===== src/rtl/ps2_frame_receiver.sv =====
// PS/2 device-to-host receiver: pin conditioning, 11-bit frame deserialisation,
// and folding of 0xE0/0xF0 prefixes into flags on a single scancode event.
module ps2_frame_receiver #(
  parameter int FILTER_LEN     = 8,
  parameter int TIMEOUT_CYCLES = 20000
) (
  input  logic       clock,
  input  logic       reset,
  input  logic       ps2_clock,
  input  logic       ps2_data,
  output logic       code_valid,
  output logic [7:0] code,
  output logic       is_break,
  output logic       is_extended,
  output logic       frame_error,
  output logic       busy
);

  localparam int FW = $clog2(FILTER_LEN + 1);
  localparam int TW = $clog2(TIMEOUT_CYCLES + 1);

  typedef enum logic [1:0] {IDLE, DATA, PARITY, STOP} state_t;

  logic [1:0]    clk_sync_reg;
  logic [1:0]    dat_sync_reg;
  logic [FW-1:0] filt_cnt_reg;
  logic          filt_clk_reg;
  logic          filt_clk_prev_reg;
  logic          clk_s;
  logic          dat_s;
  logic          strobe;

  state_t        state_reg;
  logic [7:0]    shift_reg;
  logic [2:0]    bit_cnt_reg;
  logic          ok_par_reg;
  logic [TW-1:0] to_cnt_reg;
  logic          ext_pending_reg;
  logic          brk_pending_reg;

  assign clk_s  = clk_sync_reg[1];
  assign dat_s  = dat_sync_reg[1];
  assign strobe = filt_clk_prev_reg & ~filt_clk_reg;

  // Synchronisers idle high so reset does not fake a falling edge.
  always_ff @(posedge clock or posedge reset) begin
    if (reset) begin
      clk_sync_reg <= 2'b11;
      dat_sync_reg <= 2'b11;
    end else begin
      clk_sync_reg <= {clk_sync_reg[0], ps2_clock};
      dat_sync_reg <= {dat_sync_reg[0], ps2_data};
    end
  end

  always_ff @(posedge clock or posedge reset) begin
    if (reset) begin
      filt_cnt_reg      <= '0;
      filt_clk_reg      <= 1'b1;
      filt_clk_prev_reg <= 1'b1;
    end else begin
      filt_clk_prev_reg <= filt_clk_reg;
      if (clk_s == filt_clk_reg) begin
        filt_cnt_reg <= '0;
      end else if (filt_cnt_reg == FW'(FILTER_LEN - 1)) begin
        filt_clk_reg <= clk_s;
        filt_cnt_reg <= '0;
      end else begin
        filt_cnt_reg <= filt_cnt_reg + 1'b1;
      end
    end
  end

  always_ff @(posedge clock or posedge reset) begin
    if (reset) begin
      state_reg       <= IDLE;
      shift_reg       <= '0;
      bit_cnt_reg     <= '0;
      ok_par_reg      <= 1'b0;
      to_cnt_reg      <= '0;
      ext_pending_reg <= 1'b0;
      brk_pending_reg <= 1'b0;
      code_valid      <= 1'b0;
      code            <= '0;
      is_break        <= 1'b0;
      is_extended     <= 1'b0;
      frame_error     <= 1'b0;
      busy            <= 1'b0;
    end else begin
      code_valid  <= 1'b0;
      frame_error <= 1'b0;

      if (state_reg == IDLE || strobe)
        to_cnt_reg <= '0;
      else
        to_cnt_reg <= to_cnt_reg + 1'b1;

      // A strobe in the same cycle as the timeout wins.
      if (strobe) begin
        case (state_reg)
          IDLE: begin
            if (!dat_s) begin
              shift_reg   <= '0;
              bit_cnt_reg <= '0;
              state_reg   <= DATA;
              busy        <= 1'b1;
            end
          end
          DATA: begin
            shift_reg   <= {dat_s, shift_reg[7:1]};
            bit_cnt_reg <= bit_cnt_reg + 1'b1;
            if (bit_cnt_reg == 3'd7)
              state_reg <= PARITY;
          end
          PARITY: begin
            ok_par_reg <= ^{shift_reg, dat_s};
            state_reg  <= STOP;
          end
          STOP: begin
            state_reg <= IDLE;
            busy      <= 1'b0;
            if (dat_s && ok_par_reg) begin
              if (shift_reg == 8'hE0) begin
                ext_pending_reg <= 1'b1;
              end else if (shift_reg == 8'hF0) begin
                brk_pending_reg <= 1'b1;
              end else begin
                code_valid      <= 1'b1;
                code            <= shift_reg;
                is_break        <= brk_pending_reg;
                is_extended     <= ext_pending_reg;
                ext_pending_reg <= 1'b0;
                brk_pending_reg <= 1'b0;
              end
            end else begin
              frame_error     <= 1'b1;
              ext_pending_reg <= 1'b0;
              brk_pending_reg <= 1'b0;
            end
          end
          default: begin
            state_reg <= IDLE;
            busy      <= 1'b0;
          end
        endcase
      end else if (state_reg != IDLE && to_cnt_reg == TW'(TIMEOUT_CYCLES)) begin
        state_reg       <= IDLE;
        busy            <= 1'b0;
        frame_error     <= 1'b1;
        ext_pending_reg <= 1'b0;
        brk_pending_reg <= 1'b0;
      end
    end
  end

endmodule

===== config.mk =====
export PLATFORM = sky130hd
export DESIGN_NAME = ps2_frame_receiver
export DESIGN_NICKNAME = d
export VERILOG_FILES = /design/src/rtl/ps2_frame_receiver.sv
export SDC_FILE = /design/constraint.sdc
export NUM_CORES = 1
export LEC_CHECK = 0
export CELL_PAD_IN_SITES_DETAIL_PLACEMENT = 1
export CELL_PAD_IN_SITES_GLOBAL_PLACEMENT = 2
export CORE_ASPECT_RATIO = 0.9
export CORE_UTILIZATION = 40
export CTS_CLUSTER_SIZE = 28
export DETAILED_ROUTE_END_ITERATION = 10
export PLACE_DENSITY_LB_ADDON = 0.2
export SYNTH_ARGS = -nofsm -noshare
export SYNTH_HDL_FRONTEND = slang
export SYNTH_SLANG_ARGS = --single-unit

===== constraint.sdc =====
create_clock -name clock -period 5.4 [get_ports clock]
set_clock_uncertainty 0.2 [all_clocks]
set_input_delay 0.81 -clock clock [delete_from_list [all_inputs] [get_ports clock]]
set_output_delay 0.81 -clock clock [all_outputs]
set_load 0.03 [all_outputs]

==> results of run 1 <==
[logic make-up after synthesis]
logic type                 count (synthesis)
DFF                                       54
xor gates and xnor gates                  21
AOI/OAI and AO/OA                         30
adders and majority gates                  9
buffers and inverters                     14
and+or+nand+nor                           64
muxes                                     10
[area by class of cell]
type	instances	area [µm²]
clock inverter	2	15.01
sequential	54	1359
fill	620	3048
inverter	9	36.28
multi-input combinational	134	979.7
clock buffer	6	72.57
timing repair buffer	16	160.2
tap	70	87.58
[cell usage after synthesis (3+ instances only)]
cell	count
o21ai_0	7
inv_1	8
dfrtp_1	48
nand3_1	6
clkbuf_1	3
a22o_1	12
xnor2_1	13
and2_1	4
mux2_4	7
dfstp_2	6
and3_1	6
ha_1	9
xor2_1	8
nand2_1	12
a21oi_1	5
nor2_1	19
[stage by stage]
stage	area (µm²)	worst slack (ps)	total power, µW
6_report	2710	3008	797.8
5_1_grt	2710	2938	841.6
4_1_cts	2710	2987	807.2
3_5_place_dp	2623	2982	581.5
3_3_place_gp	2623	3073	569.9
2_1_floorplan	2411	3085	547.4
[per-layer routing]
metal / vias up / track usage
li1: 724 / -
met3: 6 / 0.03250
met4: 0 / 0.04598
met1: 781 / 0.2129
met2: 19 / 0.2814
met5: - / 0
[worst paths after layout]
| check | end | startpoint | cells past startpoint | slack, ps |
|---|---|---|---|---|
| hold reg to reg | dat_sync_reg[1] | dat_sync_reg[0] | 0 | 160 |
| min in group asynchronous | is_extended | reset | 2 | 900 |
| setup reg to reg | code[7] | filt_clk_prev_reg | 4 | 3100 |
| hold / removal | dat_sync_reg[1] | dat_sync_reg[0] | 0 | 160 |
| max in group asynchronous | busy | reset | 2 | 3430 |
| setup / recovery | busy | busy | 1 | 3010 |
[power by group through the flow]
stage          registers, µW  logic, µW  clock network [µW]
6_report                 459        115                 225
5_1_grt                  463        132                 247
4_1_cts                  459        116                 232
3_5_place_dp             467        114                   0
3_3_place_gp             463        107                   0
2_1_floorplan            458       89.1                   0
==> impl_metrics.json, run 1 <==
{
  "grt_pass1_vias": 1655,
  "violations": "design-rule violations",
  "synth_cell_type_count": 39,
  "syn_nets": 215,
  "final_cell_mix": "dfrtp_1, nor2_1, clkdlybuf4s50_1",
  "crit_type": "flip-flop to output pin",
  "whs_ps": 159.2,
  "fp.dieW_um": 83.84,
  "worstPathRequired_ps": 4390,
  "floorplan.initialDensity": 0.4187,
  "cts_root_buf": "clkbuf_8",
  "dp.cells": 283,
  "viasPerCell": 5.258,
  "dieArea_mm2": 0.006343,
  "wl_met1_mm": 2.296,
  "post-route-period-util": 0.4430,
  "route.met2.wl_mm": 2.281,
  "crit_buf_inv": 1,
  "crit_slowest_cell": "clkdlybuf4s50_1",
  "cts_resized": 0,
  "slew_headroom": 0.2746,
  "synth-edff-count": 0,
  "leakage_uw": 0.001221,
  "crit_arrival_ps": 1380,
  "yosys_warnings": 0,
  "syn2layout_area_growth_pct": 12.40,
  "tightest_slew_ps": 1086,
  "power.switching_uw": 230.9,
  "async_flop_share": 1.000,
  "synth_ff_type": "dfrtp_1",
  "synth-seq-cells": 54,
  "crit_family": "buffers and inverters",
  "stdcell_count": 291,
  "n_antenna_cell": 0,
  "final_core_util": 0.4707,
  "num_rows": 26,
  "numPortBuffers": 16,
  "wl_met3_um": 105,
  "powerDensity_mw_per_mm2": 294.4,
  "fin_tns_setup_ps": 0,
  "drive_above_1_share": 0.1267,
  "synth_area_leaders": "dfrtp_1, dfstp_2, xnor2_1",
  "synth_top_area_share": 0.4982,
  "synth-xor-area-share": 0.07628,
  "firstDrtPassIters": 7,
  "pwr-share-seq": 0.575,
  "finalCriticalPeriod_ps": 2392,
  "clock-sinks": 54,
  "cp_cell_sequence": "clkdlybuf4s50_1",
  "track_usage": 0.1627,
  "netlist_area_mm2": 0.002411,
  "cts_hold_buffers": 0,
  "worstPathMaxFanout": 3,
  "post-cts-setup-buffers": 0,
  "maxUsedRoutingLayer": "met4",
  "yosys-mux-area-fraction": 0.05760,
  "cts_tree": "built",
  "drt_iter0_drc": 49,
  "ys_seq_area_frac": 0.5636,
  "antenna_found_initial": 0,
  "cts_made_buffers": 5,
  "die_h_um": 75.66,
  "dp_hpwl_mm": 3.440,
  "drc_errors": 9,
  "yosys.area_share.simple": 0.1391,
  "wl_per_cell_um": 16.25,
  "gp_congestion": 0.7541,
  "overflow": 0,
  "cap_violations": 0,
  "syn_avg_cell_area_um2": 11.94,
  "synth-compound-area-share": 0.08666,
  "p_clk_frac": 0.282,
  "synth_top_family_by_area": "simple AND/OR/NAND/NOR gates",
  "grt_pass1_wl_mm": 7.983,
  "ant_nets": 0,
  "path_clk_slew_ps": 90,
  "maxSlewViolCount": 0,
  "largest_reg_flops": 15,
  "coreArea_mm2": 0.005758,
  "cts_buffer_depth": 2,
  "grt_max_degree": 55,
  "status": "complete, but fails checks",
  "vias": 1530,
  "worstSetupEndpointType": "output pin",
  "max_stage_delay_ps": 690,
  "wl_mm": 4.729,
  "vdd_drop_max_mv": 0.1179,
  "synthCells": 202,
  "max_freq_mhz": 418.0,
  "hold_path.class": "flip-flop to flip-flop",
  "nNetsFinal": 233,
  "final_common_cell": "dfrtp_1",
  "clock_latency_ps": 310,
  "rsz0062_at_grt": "no",
  "p_int_uw": 567.0,
  "start_kind": "flip-flop",
  "synth_fa_ha_area_frac": 0.04670,
  "htreeDepth": 2,
  "p_sw_frac": 0.2893,
  "setup_viol": 0,
  "power_frac_comb": 0.144,
  "finalHoldViolCount": 0,
  "yosysTopAreaCell": "dfrtp_1",
  "io_pins": 17
}
(Power assumes the default switching activity.)
==> inputs of run 2 (changes only) <==
--- a/config.mk
+++ b/config.mk
@@ -8,7 +8,7 @@
 export CELL_PAD_IN_SITES_DETAIL_PLACEMENT = 1
 export CELL_PAD_IN_SITES_GLOBAL_PLACEMENT = 2
 export CORE_ASPECT_RATIO = 0.9
-export CORE_UTILIZATION = 40
+export CORE_UTILIZATION = 36
 export CTS_CLUSTER_SIZE = 28
 export DETAILED_ROUTE_END_ITERATION = 10
 export PLACE_DENSITY_LB_ADDON = 0.2
==> constraint.sdc (replaced) <==
create_clock -name clock -period 2.2 [get_ports clock]
set_clock_uncertainty 0.2 [all_clocks]
set_input_delay 0.33 -clock clock [delete_from_list [all_inputs] [get_ports clock]]
set_output_delay 0.33 -clock clock [all_outputs]
set_load 0.03 [all_outputs]
==> impl_metrics.json, run 2 (same netlist as run 1, synthesis figures left out) <==
{
  "grt_pass1_vias": 1736,
  "htreeDepth": 2,
  "post-cts-setup-buffers": 0,
  "largest_reg_flops": 15,
  "grt_pass1_wl_mm": 8.321,
  "worstSetupEndpointType": "flip-flop",
  "cts_hold_buffers": 0,
  "finalHoldViolCount": 0,
  "viasPerCell": 4.943,
  "wl_per_cell_um": 15.25,
  "coreArea_mm2": 0.006284,
  "track_usage": 0.1561,
  "multi_input_area_um2": 979.7,
  "worstPathMaxFanout": 6,
  "post-route-period-util": 0.9598,
  "hold_path.class": "flip-flop to flip-flop",
  "io_pins": 17,
  "whs_ps": 163.9,
  "setup_viol": 0,
  "powerDensity_mw_per_mm2": 717.5,
  "drt_iter0_drc": 36,
  "cts_root_buf": "clkbuf_8",
  "floorplan.initialDensity": 0.3837,
  "seq_area_mm2": 0.001359,
  "slew_headroom": 0.6700,
  "drc_errors": 0,
  "die_h_um": 79.64,
  "crit_type": "flip-flop to flip-flop",
  "tightest_slew_ps": 494.9,
  "cts_buffer_depth": 2,
  "clock-sinks": 54,
  "firstDrtPassIters": 4,
  "fin_tns_setup_ps": 0,
  "final_cell_mix": "dfrtp_1, nor2_1, clkdlybuf4s50_1",
  "final_common_cell": "dfrtp_1",
  "overflow": 0,
  "numPortBuffers": 16,
  "drive_above_1_share": 0.1688,
  "nFillCells": 707,
  "finalCriticalPeriod_ps": 2111,
  "cts_made_buffers": 5,
  "status": "finished clean",
  "final_core_util": 0.4504,
  "gp_congestion": 0.7551,
  "nNetsFinal": 243,
  "fp.dieW_um": 88.27,
  "vdd_drop_max_mv": 0.3866,
  "dp_hpwl_mm": 3.554,
  "clock_latency_ps": 310,
  "grt_max_degree": 55,
  "cap_violations": 0,
  "crit_arrival_ps": 2170,
  "vias": 1572,
  "max_freq_mhz": 473.6,
  "rsz0062_at_grt": "no",
  "start_kind": "flip-flop",
  "dieArea_mm2": 0.007029,
  "syn2layout_area_growth_pct": 17.38,
  "num_rows": 27,
  "path_clk_slew_ps": 110,
  "worstPathRequired_ps": 2260,
  "cts_tree": "built",
  "antenna_found_initial": 0,
  "wl_mm": 4.849,
  "ant_nets": 0,
  "leakage_uw": 0.001285,
  "maxSlewViolCount": 0,
  "n_antenna_cell": 0
}
run 2: changes by cell type in the layout (fill, tap and decap cells not counted), sizes merged:
cell,previous run,this run
clkinvlp,2,1
buf,0,10
inv,9,10
run 2: per-stage QoR:
step                      area [µm²]  power (µW)  instances  setup WS (ps)
after global routing            2830        2143        318          13.86
after floorplan                 2411        1344        202          174.8
after CTS                       2830        2059        318          104.3
final                           2830        2031        318          88.51
after detailed placement        2731        1456        310          138.9
after global placement          2731        1434        310          162.7
run 2: repair_timing:
action,in CTS,in global routing
gates resized for setup,0,1
setup endpoints to repair,0,6
endpoints found under the hold margin,0,0
run 2: final timing paths:
kind                                   start               to  slack, ps  cells past startpoint
min in group asynchronous              reset          code[4]        180                      3
min                          clk_sync_reg[0]  clk_sync_reg[1]        160                      0
max                        filt_clk_prev_reg  ext_pending_reg         90                      6
min reg2reg                  clk_sync_reg[0]  clk_sync_reg[1]        160                      0
max reg2reg                filt_clk_prev_reg  ext_pending_reg         90                      6
max in group asynchronous              reset  dat_sync_reg[0]       1330                      3
run 2: routing by layer:
layer | track usage | vias to the layer above | wire length (µm)
li1 | - | 742 | -
met1 | 0.2155 | 807 | 2395
met2 | 0.2485 | 17 | 2299
met3 | 0.03413 | 6 | 127
met4 | 0.03871 | 0 | 26
met5 | 0 | - | 0
run 2: worst max-delay path, cell delays in order (launching register included):
cell and delay, ps:
dfstp_2 530, nor2b_1 310, buf_4 210, nor2_1 60, a22oi_1 400, a21oi_1 110, o21ba_2 250
run 2: final cells by class:
type / instances / area share
repair buffers: 26 / 0.08753
clock buffers: 6 / 0.02918
multi-input cells: 134 / 0.3462
flip-flops and latches: 54 / 0.4801
clock inverters: 2 / 0.005747
inverters: 9 / 0.01282
well taps: 87 / 0.03846
run 2: report_power, final:
part           internal [µW]  switching, µW  total, µW
clock                    260            341        601
combinational            126            186        311
sequential              1070           50.4       1120
==> inputs of run 3 (changes only) <==
--- a/config.mk
+++ b/config.mk
@@ -5,12 +5,14 @@
 export SDC_FILE = /design/constraint.sdc
 export NUM_CORES = 1
 export LEC_CHECK = 0
+export CAP_MARGIN = 20
 export CELL_PAD_IN_SITES_DETAIL_PLACEMENT = 1
 export CELL_PAD_IN_SITES_GLOBAL_PLACEMENT = 2
 export CORE_ASPECT_RATIO = 0.9
 export CORE_UTILIZATION = 36
 export CTS_CLUSTER_SIZE = 28
 export DETAILED_ROUTE_END_ITERATION = 10
+export HOLD_SLACK_MARGIN = 0.05
 export PLACE_DENSITY_LB_ADDON = 0.2
 export SYNTH_ARGS = -nofsm -noshare
 export SYNTH_HDL_FRONTEND = slang
==> results of run 3 <==
The final DEF is identical to that of run 2; final timing and power are the same.
